==> config.mk <==
export PLATFORM = sky130hd
export DESIGN_NAME = led_bar_decoder
export DESIGN_NICKNAME = d
export VERILOG_FILES = /design/src/rtl/led_bar_decoder.sv
export SDC_FILE = /design/constraint.sdc
export NUM_CORES = 1
export LEC_CHECK = 0
export BUFFER_PORTS_ARGS = -buffer_cell sky130_fd_sc_hd__buf_2
export CAP_MARGIN = 20
export CORE_MARGIN = 2
export CORE_UTILIZATION = 35
export CTS_BUF_LIST = sky130_fd_sc_hd__clkbuf_4 sky130_fd_sc_hd__clkbuf_8
export DETAILED_ROUTE_END_ITERATION = 10
export MAX_ROUTING_LAYER = met4
export PLACE_DENSITY = 0.62
export SLEW_MARGIN = 20
export SYNTH_ARGS = -nofsm -noshare
export SYNTH_HDL_FRONTEND = slang
export SYNTH_SLANG_ARGS = --single-unit
==> constraint.sdc <==
create_clock -name clk -period 6.05 [get_ports clk]
set_input_delay 0.3025 -clock clk [delete_from_list [all_inputs] [get_ports clk]]
set_output_delay 0.3025 -clock clk [all_outputs]
set_load 0.02 [all_outputs]
==> src/rtl/led_bar_decoder.sv <==
// ---------------------------------------------------------------------------
// LedBarDecoder (module led_bar_decoder)
//
// Receive-side decoder for the bound-flasher LED bar. It watches the LED
// vector, rebuilds the flasher's motion from it (lit level, direction,
// turn-around points, completed runs) and flags illegal codes and illegal
// steps. Intended as a live protocol checker beside the flasher.
//
// Ports:
//    clk         rising-edge clock
//    rst         asynchronous reset, active-low
//    led_input   LED vector from the flasher (bit 0 lights first)
//    level       number of lit LEDs, last legal value
//    code_ok     current sample is a legal thermometer code
//    dir_up      FSM is in RISE
//    dir_down    FSM is in FALL
//    turn_pulse  one-cycle pulse on a direction reversal
//    peak_level  level at the most recent RISE->FALL turn
//    err_pulse   one-cycle pulse on an illegal code or illegal step
//    err_code    00 none, 01 non-thermometer, 10 step>1, 11 both
//    run_done    one-cycle pulse when level returns to 0 after reaching WIDTH
//    turn_count  reversals since reset, saturating
//
// Build option:
//    LED_DEC_STICKY_ERR_EN  when defined, err_code OR-accumulates until reset;
//                           otherwise it shows only the current cycle's error.
// ---------------------------------------------------------------------------
module led_bar_decoder #(
   parameter int WIDTH = 16,
   parameter int LVL_W = 5,
   parameter int CNT_W = 8
) (
   input  logic             clk,
   input  logic             rst,
   input  logic [WIDTH-1:0] led_input,
   output logic [LVL_W-1:0] level,
   output logic             code_ok,
   output logic             dir_up,
   output logic             dir_down,
   output logic             turn_pulse,
   output logic [LVL_W-1:0] peak_level,
   output logic             err_pulse,
   output logic [1:0]       err_code,
   output logic             run_done,
   output logic [CNT_W-1:0] turn_count
);

   typedef enum logic [1:0] {
      IDLE = 2'd0,
      RISE = 2'd1,
      FALL = 2'd2
   } state_t;

   localparam logic [WIDTH-1:0]        LED_ONE  = WIDTH'(1);
   localparam logic [LVL_W-1:0]        FULL_LVL = LVL_W'(WIDTH);
   localparam logic [LVL_W-1:0]        ZERO_LVL = '0;
   localparam logic signed [LVL_W:0]   STEP_P1  = (LVL_W+1)'(1);
   localparam logic signed [LVL_W:0]   STEP_M1  = -(LVL_W+1)'(1);
   localparam logic [CNT_W-1:0]        CNT_MAX  = '1;

   state_t                 state;
   state_t                 state_next;
   logic [WIDTH-1:0]       led_q;
   logic [LVL_W-1:0]       lit_count;
   logic                   is_therm;
   logic signed [LVL_W:0]  step;
   logic                   step_up;
   logic                   step_down;
   logic                   step_big;
   logic                   reached_max;
   logic                   max_next;
   logic [LVL_W-1:0]       level_next;
   logic [LVL_W-1:0]       peak_next;
   logic                   turn_next;
   logic                   run_next;
   logic [1:0]             err_next;
   logic [1:0]             err_code_next;

   // A thermometer code x = 2^n - 1 is exactly the value for which x+1 has
   // no bits in common with x (all-ones wraps to zero and still qualifies).
   // The lit level is then simply the number of ones.
   always_comb begin
      is_therm  = ((led_q & (led_q + LED_ONE)) == '0);
      lit_count = '0;
      for (int i = 0; i < WIDTH; i++) begin
         lit_count = lit_count + LVL_W'(led_q[i]);
      end
   end

   // Signed step between the decoded level and the last legal level.
   always_comb begin
      step      = $signed({1'b0, lit_count}) - $signed({1'b0, level});
      step_up   = (step == STEP_P1);
      step_down = (step == STEP_M1);
      step_big  = (step > STEP_P1) || (step < STEP_M1);
   end

   // Next-state and next-output logic. An illegal code freezes the level and
   // the FSM. A jump of more than one LED is reported but still accepted: the
   // FSM resynchronises to the jump direction without declaring a turn, so a
   // glitchy flasher does not inflate the turn statistics.
   always_comb begin
      state_next = state;
      level_next = level;
      peak_next  = peak_level;
      turn_next  = 1'b0;
      run_next   = 1'b0;
      err_next   = 2'b00;
      max_next   = reached_max;

      if (!is_therm) begin
         err_next = 2'b01;
      end else begin
         level_next = lit_count;
         if (step_big) begin
            err_next = 2'b10;
            if (lit_count == ZERO_LVL) begin
               state_next = IDLE;
            end else if (step > STEP_P1) begin
               state_next = RISE;
            end else begin
               state_next = FALL;
            end
         end else begin
            case (state)
               IDLE: begin
                  if (step_up) begin
                     state_next = RISE;
                  end
               end
               RISE: begin
                  if (step_down) begin
                     state_next = FALL;
                     turn_next  = 1'b1;
                     peak_next  = level;
                  end
               end
               FALL: begin
                  if (step_up) begin
                     state_next = RISE;
                     turn_next  = 1'b1;
                  end else if (step_down && (lit_count == ZERO_LVL)) begin
                     state_next = IDLE;
                  end
               end
               default: begin
                  state_next = IDLE;
               end
            endcase
         end

         if (lit_count == FULL_LVL) begin
            max_next = 1'b1;
         end
         if ((state_next == IDLE) && (state != IDLE)) begin
            run_next = reached_max;
            max_next = 1'b0;
         end
      end
   end

   // Error code presentation: either the current cycle only, or an
   // accumulated history that only reset can clear.
   always_comb begin
`ifdef LED_DEC_STICKY_ERR_EN
      err_code_next = err_code | err_next;
`else
      err_code_next = err_next;
`endif
   end

   // Input register: decoding always works from a stable captured sample.
   always_ff @(posedge clk or negedge rst) begin
      if (!rst) begin
         led_q <= '0;
      end else begin
         led_q <= led_input;
      end
   end

   // State and output registers, one edge after the captured sample.
   always_ff @(posedge clk or negedge rst) begin
      if (!rst) begin
         state       <= IDLE;
         level       <= '0;
         code_ok     <= 1'b1;
         turn_pulse  <= 1'b0;
         peak_level  <= '0;
         err_pulse   <= 1'b0;
         err_code    <= 2'b00;
         run_done    <= 1'b0;
         turn_count  <= '0;
         reached_max <= 1'b0;
      end else begin
         state       <= state_next;
         level       <= level_next;
         code_ok     <= is_therm;
         turn_pulse  <= turn_next;
         peak_level  <= peak_next;
         err_pulse   <= (err_next != 2'b00);
         err_code    <= err_code_next;
         run_done    <= run_next;
         reached_max <= max_next;
         if (turn_next && (turn_count != CNT_MAX)) begin
            turn_count <= turn_count + CNT_W'(1);
         end
      end
   end

   assign dir_up   = (state == RISE);
   assign dir_down = (state == FALL);

endmodule

After elaboration in Yosys (flattened, before gate mapping)
Index checks and enable logic that the tools add are counted.
Word-level totals
  register bits after elaboration: 43
  output and inout port bits: 26
  logic and storage cells: 72
  bits of input ports: 18
Operators by class
  muxes and demuxes: 20
  $add $sub $neg: 18
  bitwise gates (word level): 2
  reduce and logical (&&, ||, !) cells: 13
  eq/ne operators: 6
  magnitude comparators: 2
Operator list (number)
  adder 5 x 1 -> 5 bit: 11
  2-to-1 mux 2 bit: 10
  adder 16 x 1 -> 16 bit (second input constant): 1
  AND 16 bit: 1
  zero test 16 bit: 1
  adder 8 x 1 -> 8 bit (second input constant): 1
  2-to-1 mux 1 bit: 8
  != test 8 bit (second input constant): 1
  == test 6 x 1 -> 1 bit (second input constant): 1
  == test 6 x 2 -> 1 bit (second input constant): 1
  greater-than comparator 6 x 2 -> 1 bit (second input constant): 1
  less-than comparator 6 x 1 -> 1 bit (second input constant): 1
  one-hot mux 2 bit (3 select lines): 1
  nonzero test 2 bit: 3
  subtractor 5 x 5 -> 6 bit: 1
  adder 4 x 1 -> 5 bit: 1
  == test 5 bit (second input constant): 1
  zero test 5 bit: 1
  adder 3 x 1 -> 4 bit: 1
  zero test 2 bit: 2
  AND reduction 4 bit: 1
  adder 2 x 1 -> 3 bit: 1
  logical AND 1 bit: 3
  adder 1 x 1 -> 2 bit: 1
  6 further kinds: 6

Logic depth before layout (Yosys ltp)
Gate-level depths: netlist of the first run.
  depth after elaboration: 27
  depth in mapped cells: 21
  mapped depth without buffers: 20

Worst setup path after synthesis of the first run
Ideal clock, no wire load.
  path type: register -> register
  from: register led_q[0]
  to: register turn_count[1]
  cell stages (with the launch flop): 19
  data required time: 5.922 ns
  clock period less this slack: 5.518 ns
  data arrival time: 5.390 ns
  setup slack: 0.532 ns
  buffers on the path: 1
  setup time: 0.128 ns
  cells stage by stage: dfrtp_1 > inv_1 > fa_1 > fa_1 > fa_1 > fa_1 > inv_1 > ha_1 > fa_1 > a21oi_1 > nor2b_1 > ha_1 > buf_6 > a21o_1 > or4_4 > nor3_4 > o221ai_4 > nor2_2 > mux2_1
Between the ends
  word-level cells in the longest chain between the ends: 22
  elaborated cells between the ends (all ways): 30
  those cells by class: add/sub: 17; order compare: 2; eq/ne: 2; mux: 5; bitwise: 1; reduce/logical: 3
RTL lines
  from (decl): line 63  | logic [WIDTH-1:0] led_q;
  from (signal assigned): line 177  | led_q <= led_input;
  adder 1 x 1 -> 2 bit *: line 86  | lit_count = lit_count + LVL_W'(led_q[i]);
  adder 2 x 1 -> 3 bit *: line 86
  adder 3 x 1 -> 4 bit *: line 86
  adder 4 x 1 -> 5 bit *: line 86
  adder 5 x 1 -> 5 bit * (11 in series): line 86
  via lit_count[4]: line 64  | logic [LVL_W-1:0] lit_count;
  subtractor 5 x 5 -> 6 bit *: line 92  | step = $signed({1'b0, lit_count}) - $signed({1'b0, level});
  == test 6 x 2 -> 1 bit or == test 6 x 1 -> 1 bit (tied branches): line 93, 94
  2-to-1 mux 1 bit (on tied branches): line 139, 132
  one-hot mux 1 bit (2 select lines): line 125  | case (state)
  2-to-1 mux 1 bit *: line 115  | if (step_big) begin
  2-to-1 mux 1 bit *: line 111  | if (!is_therm) begin
  logical AND 1 bit *: line 204  | if (turn_next && (turn_count != CNT_MAX)) begin
  to (signal assigned): line 205  | turn_count <= turn_count + CNT_W'(1);
  to (decl): line 45  | output logic [CNT_W-1:0] turn_count
Mark *: on every way through the listed nets, which the timed path passes. The rest lies on a longest branch.
A chain may end at the register's enable or synchronous reset.

Worst setup path in the final report of the first run
  from: register led_q[0]
  to: register run_done
Between the ends
  word-level cells in the longest chain between the ends: 27
  elaborated cells between the ends (all ways): 39
  those cells by class: add/sub: 17; order compare: 2; eq/ne: 2; mux: 11; bitwise: 1; reduce/logical: 6
RTL lines
  adder 1 x 1 -> 2 bit *: line 86
  adder 2 x 1 -> 3 bit *: line 86
  adder 3 x 1 -> 4 bit *: line 86
  adder 4 x 1 -> 5 bit *: line 86
  adder 5 x 1 -> 5 bit * (11 in series): line 86
  via lit_count[4]: line 64
  subtractor 5 x 5 -> 6 bit: line 92
  == test 6 x 1 -> 1 bit: line 94  | step_down = (step == STEP_M1);
  (+3 left out)
  one-hot mux 2 bit (3 select lines): line 125
  2-to-1 mux 2 bit *: line 115
  2-to-1 mux 2 bit *: line 111
  zero test 2 bit *: line 155  | if ((state_next == IDLE) && (state != IDLE)) begin
  logical AND 1 bit *: line 155
  2-to-1 mux 1 bit *: line 155
  2-to-1 mux 1 bit *: line 111
  via run_next: line 75  | logic run_next;
  to (signal assigned): line 202  | run_done <= run_next;
  to (decl): line 44  | output logic run_done,
Mark *: on every way through the listed nets, which the timed path passes. The rest lies on a longest branch. The select of a mux whose other input is x is not followed.

==> impl_metrics.py, run 1 <==
metrics = {
    "logic_synthesis": {
        "syn_area_mm2": 0.00265,
        "ys_ff_latch": 43,
        "synthCells": 248,
        "syn_avg_cell_area_um2": 10.7,
        "ys_types": 57,
        "synth_nets": 294,
        "yosysWarningCount": 0,
        "synth_edf_count": 0,
        "synthFlopType": "dfrtp_1",
        "async_flop_share": 1.00,
        "yosysSeqAreaShare": 0.406,
    },
    "placement": {
        "gp_congestion": 0.926,
        "dpl_cell_area_mm2": 0.00298,
        "dp_cells": 388,
        "io_buffers": 43,
        "dp_hpwl_mm": 4.20,
    },
    "clock_network": {
        "clk_pin_slew_worst_paths_ns": 0.08,
        "clockBufferDepth": 2,
        "ctsHoldBuffers": 0,
        "clock_sinks": 43,
        "cts_tree": "built",
        "cts_root_buf": "clkbuf_8",
        "clkLatencyLatePin_ns": 0.30,
        "cts_buffers": 5,
        "htreeDepth": 2,
    },
    "drt": {
        "drt_iter0_drc": 103,
        "via_per_inst": 4.91,
        "wl_per_cell_um": 13.7,
        "wl_met1_mm": 2.52,
        "dr_wl_met2_mm": 2.56,
        "dr_total_vias": 1956,
        "finalWirelength_mm": 5.46,
        "ant_nets": 0,
        "route.top_layer_used": "met4",
        "routed-wl-met3_um": 275,
        "drt_drc_violations_left": 0,
        "first_pass_iters": 4,
    },
    "global_route": {
        "grt_max_degree": 44,
        "antenna_found_initial": 0,
        "grt_first_pass_wirelength_mm": 8.91,
        "grt_usage": 0.138,
        "overflow": 0,
        "grt_pass1_vias": 1890,
    },
    "sta": {
        "setup_tns_ns": 0,
        "hold_viol": 42,
        "whs_ns": -0.0186,
        "post-route-min-period_ns": 5.81,
        "worst_slew_pin_slew_ns": 0.540,
        "timing.final.max_slew_violations": 0,
        "slew_headroom": 0.640,
        "setup_viol": 0,
        "max_freq_mhz": 172,
        "fin_crit_sh": 0.961,
        "fin_skew_ns": 0.00479,
    },
    "critical_path": {
        "required_ns": 6.29,
        "cp_max_fo": 6,
        "end_kind": "register",
        "cp.arrival_ns": 6.05,
        "startpoint_type": "register",
        "critPathKind": "reg -> reg",
    },
    "layout": {
        "stdcell_count": 398,
        "antennaDiodeCount": 0,
        "nNetsFinal": 344,
        "regArea_mm2": 0.00108,
        "nFillCells": 726,
        "finish.utilization": 0.430,
        "layout_common_cells": "dfrtp_1 (42), buf_2 (42), inv_1 (36)",
        "multiInputGateArea_mm2": 0.00144,
        "area_growth_pct": 18.2,
        "layout-drive-gt1-share": 0.278,
        "design_area_mm2": 0.00314,
    },
    "run": {
        "maxCapViolations": 0,
    },
    "power_and_ir_drop": {
        "p_per_area_mw_per_mm2": 433,
        "power.leakage_nw": 1.55,
        "vdd_ir_drop_max_v": 0.000190,
    },
    "die": {
        "rows": 31,
        "fp.dieW_um": 91.1,
        "start_util": 0.364,
        "coreArea_mm2": 0.00729,
        "die_y_um": 91.1,
        "die-area_mm2": 0.00829,
        "io_pins": 44,
    },
    "worst_hold_path": {
        "hold_path_class": "in -> async",
    },
    "run_status": {
        "outcome": "finished with violations",
        "failed_checks": "negative hold slack",
    },
}
sequential cells by signal, indices dropped and copies added, names as in the netlist:
register     flops
code_ok          1
state            2
turn_count       8
err_pulse        1
err_code         2
reached_max      1
turn_pulse       1
peak_level       5
run_done         1
level            5
led_q           16
power by group:
group | internal (mW) | total (mW) | switching, mW
registers | 0.294 | 0.300 | 0.00680
clock network | 0.134 | 0.235 | 0.101
logic | 0.287 | 0.822 | 0.535
total | 0.715 | 1.36 | 0.643
synthesized netlist by cell type, types with 6 or more instances:
cell type	number	area, um^2
dfrtp_1	42	1050
fa_1	11	220
ha_1	17	213
inv_1	36	135
mux2_2	6	67.6
nand2_1	16	60.1
nand3_1	11	55.1
nor2_1	8	30.0
nor3_2	6	60.1
nor4_1	7	43.8
o21ai_0	16	80.1
xor2_1	10	87.6
area by class of cell:
class                   count  share of cell area
flip-flops and latches     43               0.343
well taps                  99              0.0395
clock buffers               6              0.0263
clock inverters             2              0.0112
multi-input cells         164               0.458
inverters                  38              0.0455
repair buffers             46              0.0766
cells by family (layout without fill, tap and decap cells):
family | count (synthesis) | count (layout) | synth area share
buf+inv | 41 | 92 | 0.0613
compound gates | 47 | 47 | 0.131
flops | 43 | 43 | 0.406
xor+xnor | 12 | 12 | 0.0396
mux | 8 | 8 | 0.0335
simple gates | 69 | 69 | 0.165
fa+ha+maj | 28 | 28 | 0.163
through the flow:
stage	hold WS [ns]	power, mW	worst slack, ns
6_report	-0.0186	1.36	0.239
5_1_grt	0.0269	1.47	-0.0161
3_3_place_gp	0.411	1.09	0.266
2_1_floorplan	0.00691	0.949	0.532
4_1_cts	0.0971	1.33	0.139
3_5_place_dp	0.412	1.09	0.189
timing repair:
| item | CTS | global route |
|---|---|---|
| setup endpoints to repair | 0 | 6 |
| resized for setup | 0 | 4 |
| setup buffers | 0 | 2 |
| endpoints found under the hold margin | 0 | 0 |
per-layer routing:
metal  up-vias  GRT usage
met3         9     0.0332
li1        965          -
met2        57      0.203
met4         0     0.0467
met5         -          -
met1       925      0.187
path summary, 6_finish.rpt:
path	slack (ns)	from	to	depth (start not counted)
worst max-delay path	0.24	led_q[0]	run_done	17
worst min-delay path	-0.02	rst	state[1]	1
worst max register to register	0.24	led_q[0]	run_done	17
worst min register to register	0.50	turn_count[6]	turn_count[6]	1
max in group asynchronous	5.70	rst	code_ok	1
min in group clk	0.11	led_input[4]	led_q[4]	1
worst max-delay path, cell delays in order (launching register included):
cell and delay, ns:
dfrtp_1 0.41, inv_1 0.10, fa_1 0.58, fa_1 0.45, fa_1 0.48, fa_1 0.49
inv_1 0.04, ha_1 0.20, fa_1 0.44, a21oi_1 0.17, nor2b_1 0.09, ha_2 0.33
a21o_1 0.23, or4_4 0.53, o41ai_1 0.40, o21ai_1 0.16, o311ai_2 0.38, and4_1 0.27
No activity file was read; power rests on OpenSTA's default activity.
==> run 2: changes to the inputs <==
--- a/config.mk
+++ b/config.mk
@@ -5,6 +5,7 @@
 export SDC_FILE = /design/constraint.sdc
 export NUM_CORES = 1
 export LEC_CHECK = 0
+export ABC_AREA = 1
 export BUFFER_PORTS_ARGS = -buffer_cell sky130_fd_sc_hd__buf_2
 export CAP_MARGIN = 20
 export CORE_MARGIN = 2
==> impl_metrics.py, run 2 <==
metrics = {
    "run_status": {
        "outcome": "finished with violations",
        "failed_checks": "negative hold slack",
    },
    "layout": {
        "finish.utilization": 0.416,
        "largestRegisters": "led_q: 16 flops, turn_count: 8 flops",
        "layout_commonest_cell": "inv_1",
        "area_growth_pct": 16.7,
        "antennaDiodeCount": 0,
        "nNetsFinal": 412,
        "largest_register": "led_q",
        "largest_reg_flops": 16,
        "layout_common_cells": "inv_1 (71), nand2_1 (68), dfrtp_1 (42), buf_2 (42), nand3_1 (18)",
        "layout-drive-gt1-share": 0.232,
    },
    "clock_network": {
        "cts_root_buf": "clkbuf_8",
        "htreeDepth": 2,
        "clockBufferDepth": 2,
        "clkLatencyLatePin_ns": 0.30,
        "cts_resized": 0,
        "ctsHoldBuffers": 0,
        "cts_buffers": 5,
        "clock_sinks": 43,
        "cts_tree": "built",
        "clk_pin_slew_worst_paths_ns": 0.10,
        "post-cts-setup-buffer-count": 0,
    },
    "logic_synthesis": {
        "synth_area_leaders": "dfrtp_1 (39%), inv_1 (9.8%), nand2_1 (9.4%)",
        "synth_nets": 363,
        "synth_area_leader_cell": "dfrtp_1",
        "async_flop_share": 1.00,
        "yosysSeqAreaShare": 0.398,
        "synthCells": 317,
        "synth_edf_count": 0,
        "syn_avg_cell_area_um2": 8.55,
        "synth.most_common_cell": "inv_1",
        "ys_types": 35,
        "ys_ff_latch": 43,
        "yosysWarningCount": 0,
        "synth_top_area_frac": 0.388,
        "synthFlopType": "dfrtp_1",
        "synth_commonest_cells": "inv_1 (71), nand2_1 (68), dfrtp_1 (42)",
        "syn_area_mm2": 0.00271,
    },
    "sta": {
        "rsz0062_at_grt": "false",
        "whs_ns": -0.0239,
        "setup_viol": 0,
        "hold_viol": 22,
        "max_freq_mhz": 189,
        "timing.final.max_slew_violations": 0,
        "fin_ws_ns": 0.747,
        "fin_skew_ns": 0.0106,
        "slew_headroom": 0.624,
        "worst_slew_pin_slew_ns": 0.564,
        "post-route-min-period_ns": 5.30,
        "setup_tns_ns": 0,
        "fin_crit_sh": 0.877,
    },
    "die": {
        "start_util": 0.356,
        "die-area_mm2": 0.00846,
        "die_y_um": 92.0,
        "rows": 32,
        "coreArea_mm2": 0.00761,
        "io_pins": 44,
        "fp.dieW_um": 92.0,
    },
    "critical_path": {
        "startpoint_type": "register",
        "end_kind": "register",
        "required_ns": 6.25,
        "cp.arrival_ns": 5.50,
        "cp_max_fo": 10,
        "critPathKind": "reg -> reg",
    },
    "drt": {
        "ant_nets": 0,
        "via_per_inst": 4.42,
        "wl_per_cell_um": 11.7,
        "dr_total_vias": 2075,
        "drt_iter0_drc": 98,
        "first_pass_iters": 5,
        "drt_drc_violations_left": 0,
        "finalWirelength_mm": 5.50,
    },
    "power_and_ir_drop": {
        "p_per_area_mw_per_mm2": 359,
        "vdd_ir_drop_max_v": 0.000113,
        "power.leakage_nw": 1.70,
    },
    "placement": {
        "pre_cts_ws_ns": 0.801,
        "io_buffers": 43,
        "dp_hpwl_mm": 4.25,
        "gp_congestion": 0.871,
    },
    "worst_hold_path": {
        "hold_path_class": "in -> async",
    },
    "global_route": {
        "grt_max_degree": 44,
        "grt_usage": 0.147,
        "grt_first_pass_wirelength_mm": 9.71,
        "antenna_found_initial": 0,
        "overflow": 0,
        "grt_pass1_vias": 2108,
    },
    "run": {
        "maxCapViolations": 0,
    },
}
[run 2: cell count changes after synthesis, sizes merged, moves of 5 or more]
cell,previous run,this run
o21ai,17,23
mux2,7,0
a21oi,4,11
nand3,11,20
nand2,16,72
inv,38,74
nor2,9,23
xor2,10,5
nor4,8,1
nor3,11,6
[run 2: area by class of cell]
cell class	count	area, um^2
Clock buffer	5	68.8
Clock inverter	3	43.8
Fill cell	759	4450
Inverter	75	289
Multi-Input combinational cell	198	1340
Sequential cell	43	1080
Tap cell	102	128
Timing Repair Buffer	43	218
[run 2: metal layers]
layer	up-vias	track usage	share of wire
met5	-	-	0
met4	0	0.0373	0.0029
met3	4	0.0353	0.042
met2	42	0.228	0.47
met1	960	0.195	0.48
li1	1069	-	-
[run 2: kinds of logic after synthesis]
family | count (synthesis) | synth area share
flops | 43 | 0.398
xor+xnor | 6 | 0.0194
simple gates | 125 | 0.222
fa+ha+maj | 28 | 0.160
compound gates | 39 | 0.0924
buf+inv | 76 | 0.109
[run 2: worst max-delay path: stages, from the launching register on]
cell	delay (ns)
dfrtp_1	0.38
inv_1	0.08
fa_1	0.56
fa_1	0.44
fa_1	0.51
fa_1	0.51
inv_1	0.05
ha_1	0.20
fa_1	0.54
inv_1	0.09
fa_1	0.50
or2_2	0.29
nor2_1	0.10
nand3_1	0.12
o21ai_1	0.24
nand2_1	0.16
nor2_4	0.17
nand2_4	0.12
nand2_1	0.09
o21ai_2	0.05
[run 2: worst paths after layout]
path	cells past startpoint	startpoint	to	slack [ns]
setup / recovery	19	led_q[0]	peak_level[4]	0.75
hold / removal	1	rst	level[4]	-0.02
setup reg to reg	19	led_q[0]	peak_level[4]	0.75
hold reg to reg	2	peak_level[1]	peak_level[1]	0.48
max in group asynchronous	1	rst	led_q[14]	5.67
min in group clk	1	led_input[6]	led_q[6]	0.10
[run 2: where the power goes]
| group | leakage (nW) | switching (mW) | total (mW) | internal [mW] |
|---|---|---|---|---|
| Clock | 0.0581 | 0.111 | 0.235 | 0.123 |
| Sequential | 0.549 | 0.00619 | 0.300 | 0.294 |
| Combinational | 1.10 | 0.388 | 0.599 | 0.211 |
| Total | 1.70 | 0.506 | 1.13 | 0.628 |
[run 2: metrics by stage]
step           std cells  hold WS, ns  power [mW]  instance area (um^2)
2_1_floorplan        317      0.00691       0.778                  2710
4_1_cts              469       0.0951        1.14                  3160
6_report             469      -0.0239        1.13                  3160
5_1_grt              469       0.0328        1.24                  3160
3_5_place_dp         461        0.412       0.901                  3050
3_3_place_gp         461        0.410       0.885                  3050
